File: src/rtl/fetch_flow_ctrl_pkg.sv
// Shared fetch-side constants and types.
// Contents: FSM state encoding, default bubble (NOP) instruction encoding and
// the PC increment. The hazard unit and decode import this package for the
// same NOP encoding.
package fetch_flow_ctrl_pkg;

   typedef enum logic [1:0] {
      ST_RUN      = 2'd0,
      ST_STALL    = 2'd1,
      ST_DRAIN    = 2'd2,
      ST_REDIRECT = 2'd3
   } fetch_state_e;

   localparam logic [31:0] NOP_INSTR_DEF = 32'h0000_0000;
   localparam int          PC_INC        = 4;

endpackage

File: src/rtl/fetch_flow_ctrl_if.sv
// Fetch flow-control bundle between the hazard unit / fetch memory (master)
// and fetch_flow_ctrl (slave).
// master drives: PC_Write, IF_ID_Write, NOP, BrTaken_MEM, BrTarget_MEM, Instr_IF
// slave drives : PC, Instr_ID, PC_ID, Valid_ID, Kill_EX, State, Stall_Cnt,
//                Bubble_Cnt
interface fetch_flow_ctrl_if #(
   parameter int PC_W = 32
);
   logic            PC_Write;
   logic            IF_ID_Write;
   logic            NOP;
   logic            BrTaken_MEM;
   logic [PC_W-1:0] BrTarget_MEM;
   logic [PC_W-1:0] Instr_IF;
   logic [PC_W-1:0] PC;
   logic [PC_W-1:0] Instr_ID;
   logic [PC_W-1:0] PC_ID;
   logic            Valid_ID;
   logic            Kill_EX;
   logic [1:0]      State;
   logic [15:0]     Stall_Cnt;
   logic [15:0]     Bubble_Cnt;

   modport master (
      output PC_Write, IF_ID_Write, NOP, BrTaken_MEM, BrTarget_MEM, Instr_IF,
      input  PC, Instr_ID, PC_ID, Valid_ID, Kill_EX, State, Stall_Cnt, Bubble_Cnt
   );

   modport slave (
      input  PC_Write, IF_ID_Write, NOP, BrTaken_MEM, BrTarget_MEM, Instr_IF,
      output PC, Instr_ID, PC_ID, Valid_ID, Kill_EX, State, Stall_Cnt, Bubble_Cnt
   );
endinterface

File: src/rtl/fetch_flow_ctrl_sat_counter.sv
// sat_counter: up-counter that stops at all-ones instead of wrapping.
// Ports: clk_sys, rst_b (async, active-low), inc (count enable), cnt (value).
module sat_counter #(
   parameter int W = 16
) (
   input  logic         clk_sys,
   input  logic         rst_b,
   input  logic         inc,
   output logic [W-1:0] cnt
);

   always_ff @(posedge clk_sys or negedge rst_b) begin
      if (!rst_b) begin
         cnt <= '0;
      end else if (inc && (cnt != '1)) begin
         cnt <= cnt + W'(1);
      end
   end

endmodule

File: src/rtl/fetch_flow_ctrl.sv
// fetch_flow_ctrl: owns the PC, the IF/ID register and the ID/EX bubble kill.
// Applies hazard-unit PC_Write / IF_ID_Write / NOP each cycle, redirects fetch
// on a taken branch from MEM, and counts stall and bubble cycles.
// Ports: CLK, RST_N (async, active-low), bus (fetch_flow_ctrl_if.slave).
//
// state    | meaning
// ---------+-----------------------------------------------------------
// RUN      | normal fetch, PC and IF/ID both advancing
// STALL    | PC and IF/ID frozen by the hazard unit
// DRAIN    | PC advanced but IF/ID held; fetched word dropped
// REDIRECT | taken branch loaded target PC, IF/ID holds a bubble
module fetch_flow_ctrl
   import fetch_flow_ctrl_pkg::*;
#(
   parameter int              PC_W      = 32,
   parameter logic [PC_W-1:0] RESET_PC  = '0,
   parameter logic [PC_W-1:0] NOP_INSTR = PC_W'(NOP_INSTR_DEF)
) (
   input  logic               CLK,
   input  logic               RST_N,
   fetch_flow_ctrl_if.slave   bus
);

   logic [PC_W-1:0] pc_q;
   logic [PC_W-1:0] instr_id_q;
   logic [PC_W-1:0] pc_id_q;
   logic            valid_id_q;
   fetch_state_e    state_q;
   fetch_state_e    state_d;
   logic            kill_ex;
   logic            stall_inc;

   // Branch redirect overrides any stall request from the hazard unit.
   always_ff @(posedge CLK or negedge RST_N) begin
      if (!RST_N) begin
         pc_q       <= RESET_PC;
         instr_id_q <= NOP_INSTR;
         pc_id_q    <= '0;
         valid_id_q <= 1'b0;
      end else begin
         if (bus.BrTaken_MEM) begin
            pc_q <= bus.BrTarget_MEM;
         end else if (bus.PC_Write) begin
            pc_q <= pc_q + PC_W'(PC_INC);
         end

         if (bus.BrTaken_MEM) begin
            instr_id_q <= NOP_INSTR;
            pc_id_q    <= '0;
            valid_id_q <= 1'b0;
         end else if (bus.IF_ID_Write) begin
            instr_id_q <= bus.Instr_IF;
            pc_id_q    <= pc_q;
            valid_id_q <= 1'b1;
         end
      end
   end

   always_ff @(posedge CLK or negedge RST_N) begin
      if (!RST_N) begin
         state_q <= ST_RUN;
      end else begin
         state_q <= state_d;
      end
   end

   // PC_Write=0 with IF_ID_Write=1 is not a legal hazard-unit request; it
   // lands in RUN since the datapath simply reloads IF/ID from the held PC.
   always_comb begin
      state_d = ST_RUN;
      if (bus.BrTaken_MEM) begin
         state_d = ST_REDIRECT;
      end else if (!bus.PC_Write && !bus.IF_ID_Write) begin
         state_d = ST_STALL;
      end else if (bus.PC_Write && !bus.IF_ID_Write) begin
         state_d = ST_DRAIN;
      end
   end

   assign kill_ex   = bus.NOP | ~valid_id_q;
   assign stall_inc = ~bus.PC_Write & ~bus.BrTaken_MEM;

   sat_counter #(.W(16)) u_stall_cnt (
      .clk_sys (CLK),
      .rst_b   (RST_N),
      .inc     (stall_inc),
      .cnt     (bus.Stall_Cnt)
   );

   sat_counter #(.W(16)) u_bubble_cnt (
      .clk_sys (CLK),
      .rst_b   (RST_N),
      .inc     (kill_ex),
      .cnt     (bus.Bubble_Cnt)
   );

   assign bus.PC       = pc_q;
   assign bus.Instr_ID = instr_id_q;
   assign bus.PC_ID    = pc_id_q;
   assign bus.Valid_ID = valid_id_q;
   assign bus.Kill_EX  = kill_ex;
   assign bus.State    = state_q;

endmodule

File: src/flat_wrapper.sv
// flat-port wrapper written by rule: the top's interface ports become plain ports
module fetch_flow_ctrl_flat import fetch_flow_ctrl_pkg::*;
#(
   parameter int              PC_W      = 32,
   parameter logic [PC_W-1:0] RESET_PC  = '0,
   parameter logic [PC_W-1:0] NOP_INSTR = PC_W'(NOP_INSTR_DEF)
)
  (CLK, RST_N, bus_PC_Write, bus_IF_ID_Write, bus_NOP, bus_BrTaken_MEM, bus_BrTarget_MEM, bus_Instr_IF, bus_PC, bus_Instr_ID, bus_PC_ID, bus_Valid_ID, bus_Kill_EX, bus_State, bus_Stall_Cnt, bus_Bubble_Cnt);
  fetch_flow_ctrl_if #(.PC_W(PC_W)) bus_i ();
  input  logic CLK;
  input  logic RST_N;
  input wire logic [$bits(bus_i.PC_Write)-1:0] bus_PC_Write;
  input wire logic [$bits(bus_i.IF_ID_Write)-1:0] bus_IF_ID_Write;
  input wire logic [$bits(bus_i.NOP)-1:0] bus_NOP;
  input wire logic [$bits(bus_i.BrTaken_MEM)-1:0] bus_BrTaken_MEM;
  input wire logic [$bits(bus_i.BrTarget_MEM)-1:0] bus_BrTarget_MEM;
  input wire logic [$bits(bus_i.Instr_IF)-1:0] bus_Instr_IF;
  output wire logic [$bits(bus_i.PC)-1:0] bus_PC;
  output wire logic [$bits(bus_i.Instr_ID)-1:0] bus_Instr_ID;
  output wire logic [$bits(bus_i.PC_ID)-1:0] bus_PC_ID;
  output wire logic [$bits(bus_i.Valid_ID)-1:0] bus_Valid_ID;
  output wire logic [$bits(bus_i.Kill_EX)-1:0] bus_Kill_EX;
  output wire logic [$bits(bus_i.State)-1:0] bus_State;
  output wire logic [$bits(bus_i.Stall_Cnt)-1:0] bus_Stall_Cnt;
  output wire logic [$bits(bus_i.Bubble_Cnt)-1:0] bus_Bubble_Cnt;
  assign bus_i.PC_Write = bus_PC_Write;
  assign bus_i.IF_ID_Write = bus_IF_ID_Write;
  assign bus_i.NOP = bus_NOP;
  assign bus_i.BrTaken_MEM = bus_BrTaken_MEM;
  assign bus_i.BrTarget_MEM = bus_BrTarget_MEM;
  assign bus_i.Instr_IF = bus_Instr_IF;
  assign bus_PC = bus_i.PC;
  assign bus_Instr_ID = bus_i.Instr_ID;
  assign bus_PC_ID = bus_i.PC_ID;
  assign bus_Valid_ID = bus_i.Valid_ID;
  assign bus_Kill_EX = bus_i.Kill_EX;
  assign bus_State = bus_i.State;
  assign bus_Stall_Cnt = bus_i.Stall_Cnt;
  assign bus_Bubble_Cnt = bus_i.Bubble_Cnt;
  fetch_flow_ctrl #(.PC_W(PC_W), .RESET_PC(RESET_PC), .NOP_INSTR(NOP_INSTR)) u_core (.CLK(CLK), .RST_N(RST_N), .bus(bus_i));
endmodule
File: config.mk
export PLATFORM = sky130hd
export DESIGN_NAME = fetch_flow_ctrl_flat
export DESIGN_NICKNAME = d
export VERILOG_FILES = /design/src/rtl/fetch_flow_ctrl_pkg.sv /design/src/rtl/fetch_flow_ctrl_if.sv /design/src/rtl/fetch_flow_ctrl_sat_counter.sv /design/src/rtl/fetch_flow_ctrl.sv /design/src/flat_wrapper.sv
export SDC_FILE = /design/constraint.sdc
export NUM_CORES = 1
export LEC_CHECK = 0
export CORE_ASPECT_RATIO = 0.5
export CORE_UTILIZATION = 27
export CTS_BUF_LIST = sky130_fd_sc_hd__clkbuf_8
export DETAILED_ROUTE_END_ITERATION = 16
export PLACE_DENSITY_LB_ADDON = 0.2
export SLEW_MARGIN = 10
export SYNTH_ARGS = -nofsm -noshare
export SYNTH_HDL_FRONTEND = slang
export SYNTH_HIERARCHICAL = 1
export SYNTH_SLANG_ARGS = --single-unit
File: constraint.sdc
create_clock -name CLK -period 2 [get_ports CLK]
set_input_delay 0.4 -clock CLK [delete_from_list [all_inputs] [get_ports CLK]]
set_output_delay 0.4 -clock CLK [all_outputs]
set_load 0.03 [all_outputs]
### Word-level counts from Yosys, hierarchy flattened

Cells that the tools add are included.

* register bits after elaboration: 131
* input bits: 70
* word-level logic and storage cells: 36

* $add $sub $neg: 3
* equality and inequality tests: 2
* muxes and demuxes: 11
* bitwise operators: 5
* reductions and logical operators: 8

Operators with widths (count)
* 32-bit two-way mux: 6
* 16-bit by 1-bit adder with 16-bit output (second input constant): 2
* 32-bit by 3-bit adder with 32-bit output (second input constant): 1
* 16-bit != test (second input constant): 2
* 2-bit two-way mux: 3
* 1-bit logical AND: 4
* 2-bit nonzero test: 2
* 1-bit NOT: 3
* 1-bit zero test: 2
* 1-bit two-way mux: 2
* 1-bit bitwise AND: 1
* 1-bit OR: 1

### Longest topological paths before layout

Gate-level depths: netlist (run 1).

* depth after elaboration: 5
* gate-level depth with buffers: 8

### Hierarchy

Netlist (run 1), hierarchy kept.

Modules (own cells, without submodules)
* fetch_flow_ctrl: times used 1, cells each 415, area an instance 4416.7 µm², seq. area each 2477.4 µm²
* sat_counter: times used 2, cells each 72, area an instance 859.6 µm², seq. area each 400.4 µm²

### Least setup slack after synthesis (run 1)

Ideal clock, no wire load.

* path type: input to register
* start point: input port bus_BrTaken_MEM
* end point: register u_core.u_stall_cnt.cnt[7]
* library setup time: 0.133 ns
* arrival time: 2.010 ns
* path slack: -0.143 ns
* stages on the path: 8
* buffers on the path: 3
* path through: clkbuf_1 clkbuf_1 clkbuf_1 nor2_1 and3_1 and4_2 a31oi_1 a31oi_1

* longest elaborated chain between the ends: 3

Ends and longest elaborated chain
* from (decl): RTL line flat_wrapper.sv:15 `input wire logic [$bits(bus_i.BrTaken_MEM)-1:0] bus_BrTaken_MEM;`
* 1-bit NOT: RTL line fetch_flow_ctrl.sv:81 `assign stall_inc = ~bus.PC_Write & ~bus.BrTaken_MEM;`
* 1-bit bitwise AND: RTL line fetch_flow_ctrl.sv:81
* via u_core.stall_inc: RTL line fetch_flow_ctrl.sv:31 `logic stall_inc;`
* 1-bit logical AND: RTL line fetch_flow_ctrl_sat_counter.sv:15 `end else if (inc && (cnt != '1)) begin`
* to (signal assigned): RTL line fetch_flow_ctrl_sat_counter.sv:16 `cnt <= cnt + W'(1);`
* to (decl): RTL line fetch_flow_ctrl_sat_counter.sv:9 `output logic [W-1:0] cnt`

The timed path passes the listed nets, and every way through them passes these cells.
A chain may end at the register's enable or synchronous reset.

### Final worst setup path (run 1)

* start point: register u_core.pc_id_q[4] (netlist: u_core/bus.PC_ID[4])
* end point: output port bus_PC_ID[4]

RTL lines
* from (decl): RTL line fetch_flow_ctrl.sv:26 `logic [PC_W-1:0] pc_id_q;`
* from (signal assigned): RTL line fetch_flow_ctrl.sv:53 `pc_id_q <= pc_q;`
* to (decl): RTL line flat_wrapper.sv:20 `output wire logic [$bits(bus_i.PC_ID)-1:0] bus_PC_ID;`

No word-level cell between the ends.

==> results.yml, run 1 <==
yosys:
  ys_ff_latch: 131
  yosysWarnings: 6
  ys_types: 42
  synth_nets: 632
  syn_inst: 559
  syn_area_sq_mm: 0.00614
  yosysSeqAreaShare: 0.534
  synth_area_per_cell_sq_um: 11.0
power:
  power.density_mw_per_mm2: 823
  irDropWorstVdd_uv: 415
  leakage_nw: 4.16
  power_mw: 7.46
setup_path:
  critPathMaxStageDelay_ps: 710
  endpoint_kind: "output pin"
  crit_chain: "clkdlybuf4s50_1"
  worstSetupPathType: "reg -> out"
  cp.required_ps: 1600
  path_buf_inv: 1
  cp-start-kind: "flop"
  path_max_fanout: 2
  crit_family: "buffers and inverters"
  cpMaxStageDelayCell: "clkdlybuf4s50_1"
  arrival_ps: 1510
layout:
  fin_cells: 1103
  area_growth_pct: 47.6
  final_common_cell: "dfrtp_1"
  drive_gt1_frac: 0.118
  diodes: 0
  fillers: 2177
  nets: 865
  layout_common_cells: "dfrtp_1, clkdlybuf4s50_1, nor2_1, dlygate4sd2_1, mux2i_1"
detailed_routing:
  totalWireLength_um: 18100
  drcViolationCount: 0
  routed-via-count: 5134
  antenna_left: 0
  drtIter0Drc: 254
  viasPerCell: 4.65
  drt_first_pass_iters: 4
  wl_per_cell_um: 16.4
sta:
  fmax_ghz: 0.523
  slew_violations: 0
  clock-skew-final_ps: 9.71
  whs_ps: 414
  worst_pin_slew_ps: 709
  period_needed_ps: 1910
  finalHoldViolations: 0
  grt_setup_unrepaired: "no"
  finalSetupViolCount: 0
  fin_ws_ps: 87.2
  fin_crit_sh: 0.956
  relSlewSlack: 0.527
floorplanning:
  die-area_sq_mm: 0.0234
  ios: 202
  coreArea_sq_mm: 0.0220
  start_util: 0.279
  rows: 38
  die-width_um: 215
  fp.dieH_um: 109
global_route:
  gr-usage-all-layers: 0.162
  antenna_found_initial: 0
  grt_pass1_wl_um: 29100
  grt_max_degree: 68
  grt_pass1_vias: 5165
  overflow: 0
clock_network:
  cts_setup_buffers: 0
  clockRootBuffer: "clkbuf_8"
  clockBufferDepth: 2
  cts_tree: "done"
  htreeDepth: 4
  clk_pin_slew_ps: 70
  clock_latency_ps: 450
  cts_num_sinks: 131
  cts-buffers-inserted: 17
outcome:
  status: "completed"
worst_hold_path:
  hold_path_class: "in -> reg"
place:
  place_congestion: 0.756
  dp_cells: 1072
  port_buffers: 201
  dp_hpwl_um: 13100
  post-place-ws_ps: -165
job:
  cap_violations: 0
repair_timing:
action	CTS	global route
endpoints found under the hold margin	41	0
hold buffers	1	0
resized for setup	65	4
endpoints found under the setup margin	65	4
worst paths after layout:
kind | end | from | cells past startpoint | slack [ps]
worst max-delay path | bus_PC_ID[4] | u_core/bus.PC_ID[4] | 1 | 90
worst min-delay path | u_core/u_stall_cnt/cnt[0] | bus_BrTaken_MEM | 5 | 410
worst max register to register | u_core/bus.PC[31] | u_core/bus.PC[26] | 4 | 240
worst min register to register | u_core/bus.PC_ID[30] | u_core/bus.PC_ID[30] | 2 | 520
max in group asynchronous | u_core/bus.PC[2] | RST_N | 3 | 910
min in group asynchronous | u_core/bus.PC[24] | RST_N | 2 | 450
synthesized netlist by cell type:
library cell    n  area, sq um
dfrtp_1       131         3280
nor2_1         87          327
mux2i_1        65          651
nand2_1        34          128
nand4_1        29          181
o21ai_0        24          120
a31oi_1        22          138
clkbuf_1       17         63.8
nand3_1        15         75.1
xor2_1         15          131
xnor2_1        12          105
o21a_1         10         75.1
o31ai_1        10         75.1
or4_1          10         75.1
and3_1          8         50.1
a21oi_1         6         30.0
and4_1          6         52.6
or3_1           6         37.5
buf_1           4         15.0
buf_2           4         20.0
buf_4           4         30.0
nor4_4          4         85.1
ha_1            3         37.5
a32oi_1         2         17.5
and4_2          2         20.0
and4_4          2         22.5
and4b_1         2         20.0
inv_1           2         7.51
mux2_1          2         22.5
mux2_2          2         22.5
nand3_4         2         35.0
nand4_2         2         25.0
nand4_4         2         42.5
nor2_2          2         12.5
nor3_2          2         20.0
o211ai_1        2         15.0
o31ai_4         2         42.5
and2_1          1         6.26
clkbuf_2        1         5.00
clkinv_1        1         3.75
nand2b_1        1         6.26
or3b_1          1         8.76
sequential cells by signal (all words and copies together) (netlist names):
| name | cells |
|---|---|
| u_core/bus.PC | 32 |
| u_core/u_bubble_cnt/cnt | 16 |
| u_core/u_stall_cnt/cnt | 16 |
| u_core/bus.Instr_ID | 32 |
| u_core/bus.Valid_ID | 1 |
| u_core/bus.PC_ID | 32 |
| u_core/bus.State | 2 |
power breakdown:
part,switching [mW],leakage (nW),internal [mW]
Clock,1.05,0.212,1.20
Sequential,0.338,1.68,2.92
Combinational,1.17,2.27,0.781
Total,2.55,4.16,4.91
layout make-up:
class | instances | area, sq um | area share
clock buffers | 21 | 289 | 0.0319
clock inverters | 9 | 90.1 | 0.00995
inverters | 3 | 11.3 | 0.00124
multi-input cells | 395 | 2720 | 0.300
flip-flops and latches | 131 | 3280 | 0.362
well taps | 300 | 375 | 0.0414
repair buffers | 244 | 2300 | 0.254
logic make-up after synthesis:
family | Yosys count | share of synthesized area
compound gates | 78 | 0.0836
xor+xnor | 27 | 0.0385
fa+ha+maj | 3 | 0.00612
buf+inv | 33 | 0.0237
flops | 131 | 0.534
mux | 69 | 0.113
simple gates | 218 | 0.200
per-layer routing:
layer | up-vias | global-route usage | part of all wire
met4 | 0 | 0.0674 | 0.014
met2 | 66 | 0.270 | 0.50
met5 | - | 0 | 0
met1 | 2558 | 0.200 | 0.45
met3 | 21 | 0.0428 | 0.035
li1 | 2489 | - | -
stage by stage:
stage / setup TNS [ps] / cell area (sq um) / util
5_1_grt: 0 / 9060 / 0.412
4_1_cts: 0 / 9050 / 0.412
2_1_floorplan: 0 / 6140 / -
3_3_place_gp: -694 / 8740 / 0.398
6_report: 0 / 9060 / 0.412
3_5_place_dp: -1290 / 8740 / 0.398
(Power assumes the default switching activity.)
==> run 2: changes to the inputs <==
--- a/config.mk
+++ b/config.mk
@@ -9,7 +9,7 @@
 export CORE_UTILIZATION = 27
 export CTS_BUF_LIST = sky130_fd_sc_hd__clkbuf_8
 export DETAILED_ROUTE_END_ITERATION = 16
-export PLACE_DENSITY_LB_ADDON = 0.2
+export PLACE_DENSITY_LB_ADDON = 0.05
 export SLEW_MARGIN = 10
 export SYNTH_ARGS = -nofsm -noshare
 export SYNTH_HDL_FRONTEND = slang
==> results.yml, run 2 (synthesis gave the netlist of run 1 again) <==
outcome:
  status: "completed"
setup_path:
  cp.required_ps: 1600
  r2r_start: "u_core/bus.PC[17]"
  crit_chain: "clkdlybuf4s50_1"
  crit_family: "buffers and inverters"
  path_buf_inv: 1
  cp-start-kind: "flop"
  critPathMaxStageDelay_ps: 720
  worstSetupPathType: "reg -> out"
  crit_start: "u_core/bus.PC_ID[4]"
  arrival_ps: 1520
  cpMaxStageDelayCell: "clkdlybuf4s50_1"
  path_max_fanout: 2
  endpoint_kind: "output pin"
clock_network:
  cts_num_sinks: 131
  cts-buffers-inserted: 17
  clockBufferDepth: 2
  clockRootBuffer: "clkbuf_8"
  htreeDepth: 4
  clk_pin_slew_ps: 80
  clock_latency_ps: 450
  cts_setup_buffers: 0
  cts_tree: "done"
sta:
  clock-skew-final_ps: 8.75
  period_needed_ps: 1920
  fin_crit_sh: 0.961
  finalSetupViolCount: 0
  finalHoldViolations: 0
  grt_setup_unrepaired: "no"
  relSlewSlack: 0.698
  worst_pin_slew_ps: 452
  whs_ps: 241
  slew_violations: 0
  fmax_ghz: 0.520
detailed_routing:
  drtIter0Drc: 180
  antenna_left: 0
  drcViolationCount: 0
  totalWireLength_um: 18500
  viasPerCell: 4.63
  wl_per_cell_um: 16.6
  drt_first_pass_iters: 4
  routed-via-count: 5150
floorplanning:
  ios: 202
  fp.dieH_um: 109
  start_util: 0.279
  die-area_sq_mm: 0.0234
  coreArea_sq_mm: 0.0220
  rows: 38
  die-width_um: 215
power:
  p_sw_frac: 0.332
  p_int_mw: 5.21
  power_mw: 7.80
  power.density_mw_per_mm2: 848
  power_switching_mw: 2.59
  irDropWorstVdd_uv: 390
  power_frac_seq: 0.417
  p_clk_frac: 0.327
  leakage_nw: 4.22
  power_frac_comb: 0.256
layout:
  fillers: 2172
  diodes: 0
  layout_common_cells: "dfrtp_1, clkdlybuf4s50_1, nor2_1, mux2i_1, dlygate4sd2_1"
  nets: 873
  final_area_sq_mm: 0.00920
  final_common_cell: "dfrtp_1"
  drive_gt1_frac: 0.132
  multi_input_area_sq_mm: 0.00272
  seqCellArea_sq_mm: 0.00328
  area_growth_pct: 50.0
  fin_cells: 1113
place:
  port_buffers: 201
  placed_area_sq_mm: 0.00881
  dp_cells: 1080
  dp_hpwl_um: 13400
  place_congestion: 0.763
global_route:
  grt_max_degree: 41
  antenna_found_initial: 0
  gr-usage-all-layers: 0.165
  grt_pass1_wl_um: 29200
  overflow: 0
  grt_pass1_vias: 5148
worst_hold_path:
  hold_path_class: "in -> reg"
  holdCritStartpoint: "bus_BrTaken_MEM"
job:
  cap_violations: 0
-- run 2: routing by layer --
| layer | part of all wire | vias to the layer above | GRT usage |
|---|---|---|---|
| li1 | - | 2508 | - |
| met1 | 0.47 | 2543 | 0.214 |
| met2 | 0.48 | 84 | 0.266 |
| met3 | 0.039 | 15 | 0.0428 |
| met4 | 0.011 | 0 | 0.0598 |
| met5 | 0 | - | 0 |
-- run 2: layout make-up --
type | count | area share
clock inverters | 11 | 0.0171
clock buffers | 21 | 0.0314
well taps | 300 | 0.0408
flip-flops and latches | 131 | 0.356
repair buffers | 252 | 0.258
multi-input cells | 395 | 0.295
inverters | 3 | 0.00122
-- run 2: power groups by stage --
stage	logic, mW	clock network, mW	registers, mW
after detailed placement	2.15	0	3.31
after global routing	2.14	2.80	3.31
after CTS	2.03	2.66	3.26
final	1.99	2.55	3.25
after floorplan	0.558	0	3.81
after global placement	2.14	0	3.31
-- run 2: worst paths after layout --
kind / end / depth (start not counted) / slack [ps]
setup / recovery: bus_PC_ID[4] / 1 / 80
hold / removal: u_core/bus.PC_ID[7] / 2 / 240
setup reg to reg: u_core/bus.PC[25] / 5 / 240
hold reg to reg: u_core/bus.PC_ID[26] / 2 / 520
max in group asynchronous: u_core/bus.PC_ID[2] / 3 / 940
min in group asynchronous: u_core/bus.Instr_ID[20] / 2 / 430
-- run 2: timing repair --
| item | 4_1_cts | 5_1_grt |
|---|---|---|
| hold buffers | 1 | 0 |
| setup endpoints to repair | 62 | 5 |
| hold endpoints to repair | 36 | 0 |
| gates resized for setup | 62 | 5 |
-- run 2: per-stage QoR --
step / setup WS, ps / utilization / TNS, ps
finish: 78.5 / 0.419 / 0
floorplan: 11.7 / - / 0
CTS: 0.978 / 0.418 / 0
global placement: -172 / 0.401 / -1040
detailed placement: -160 / 0.401 / -1530
global route: 7.13 / 0.419 / 0
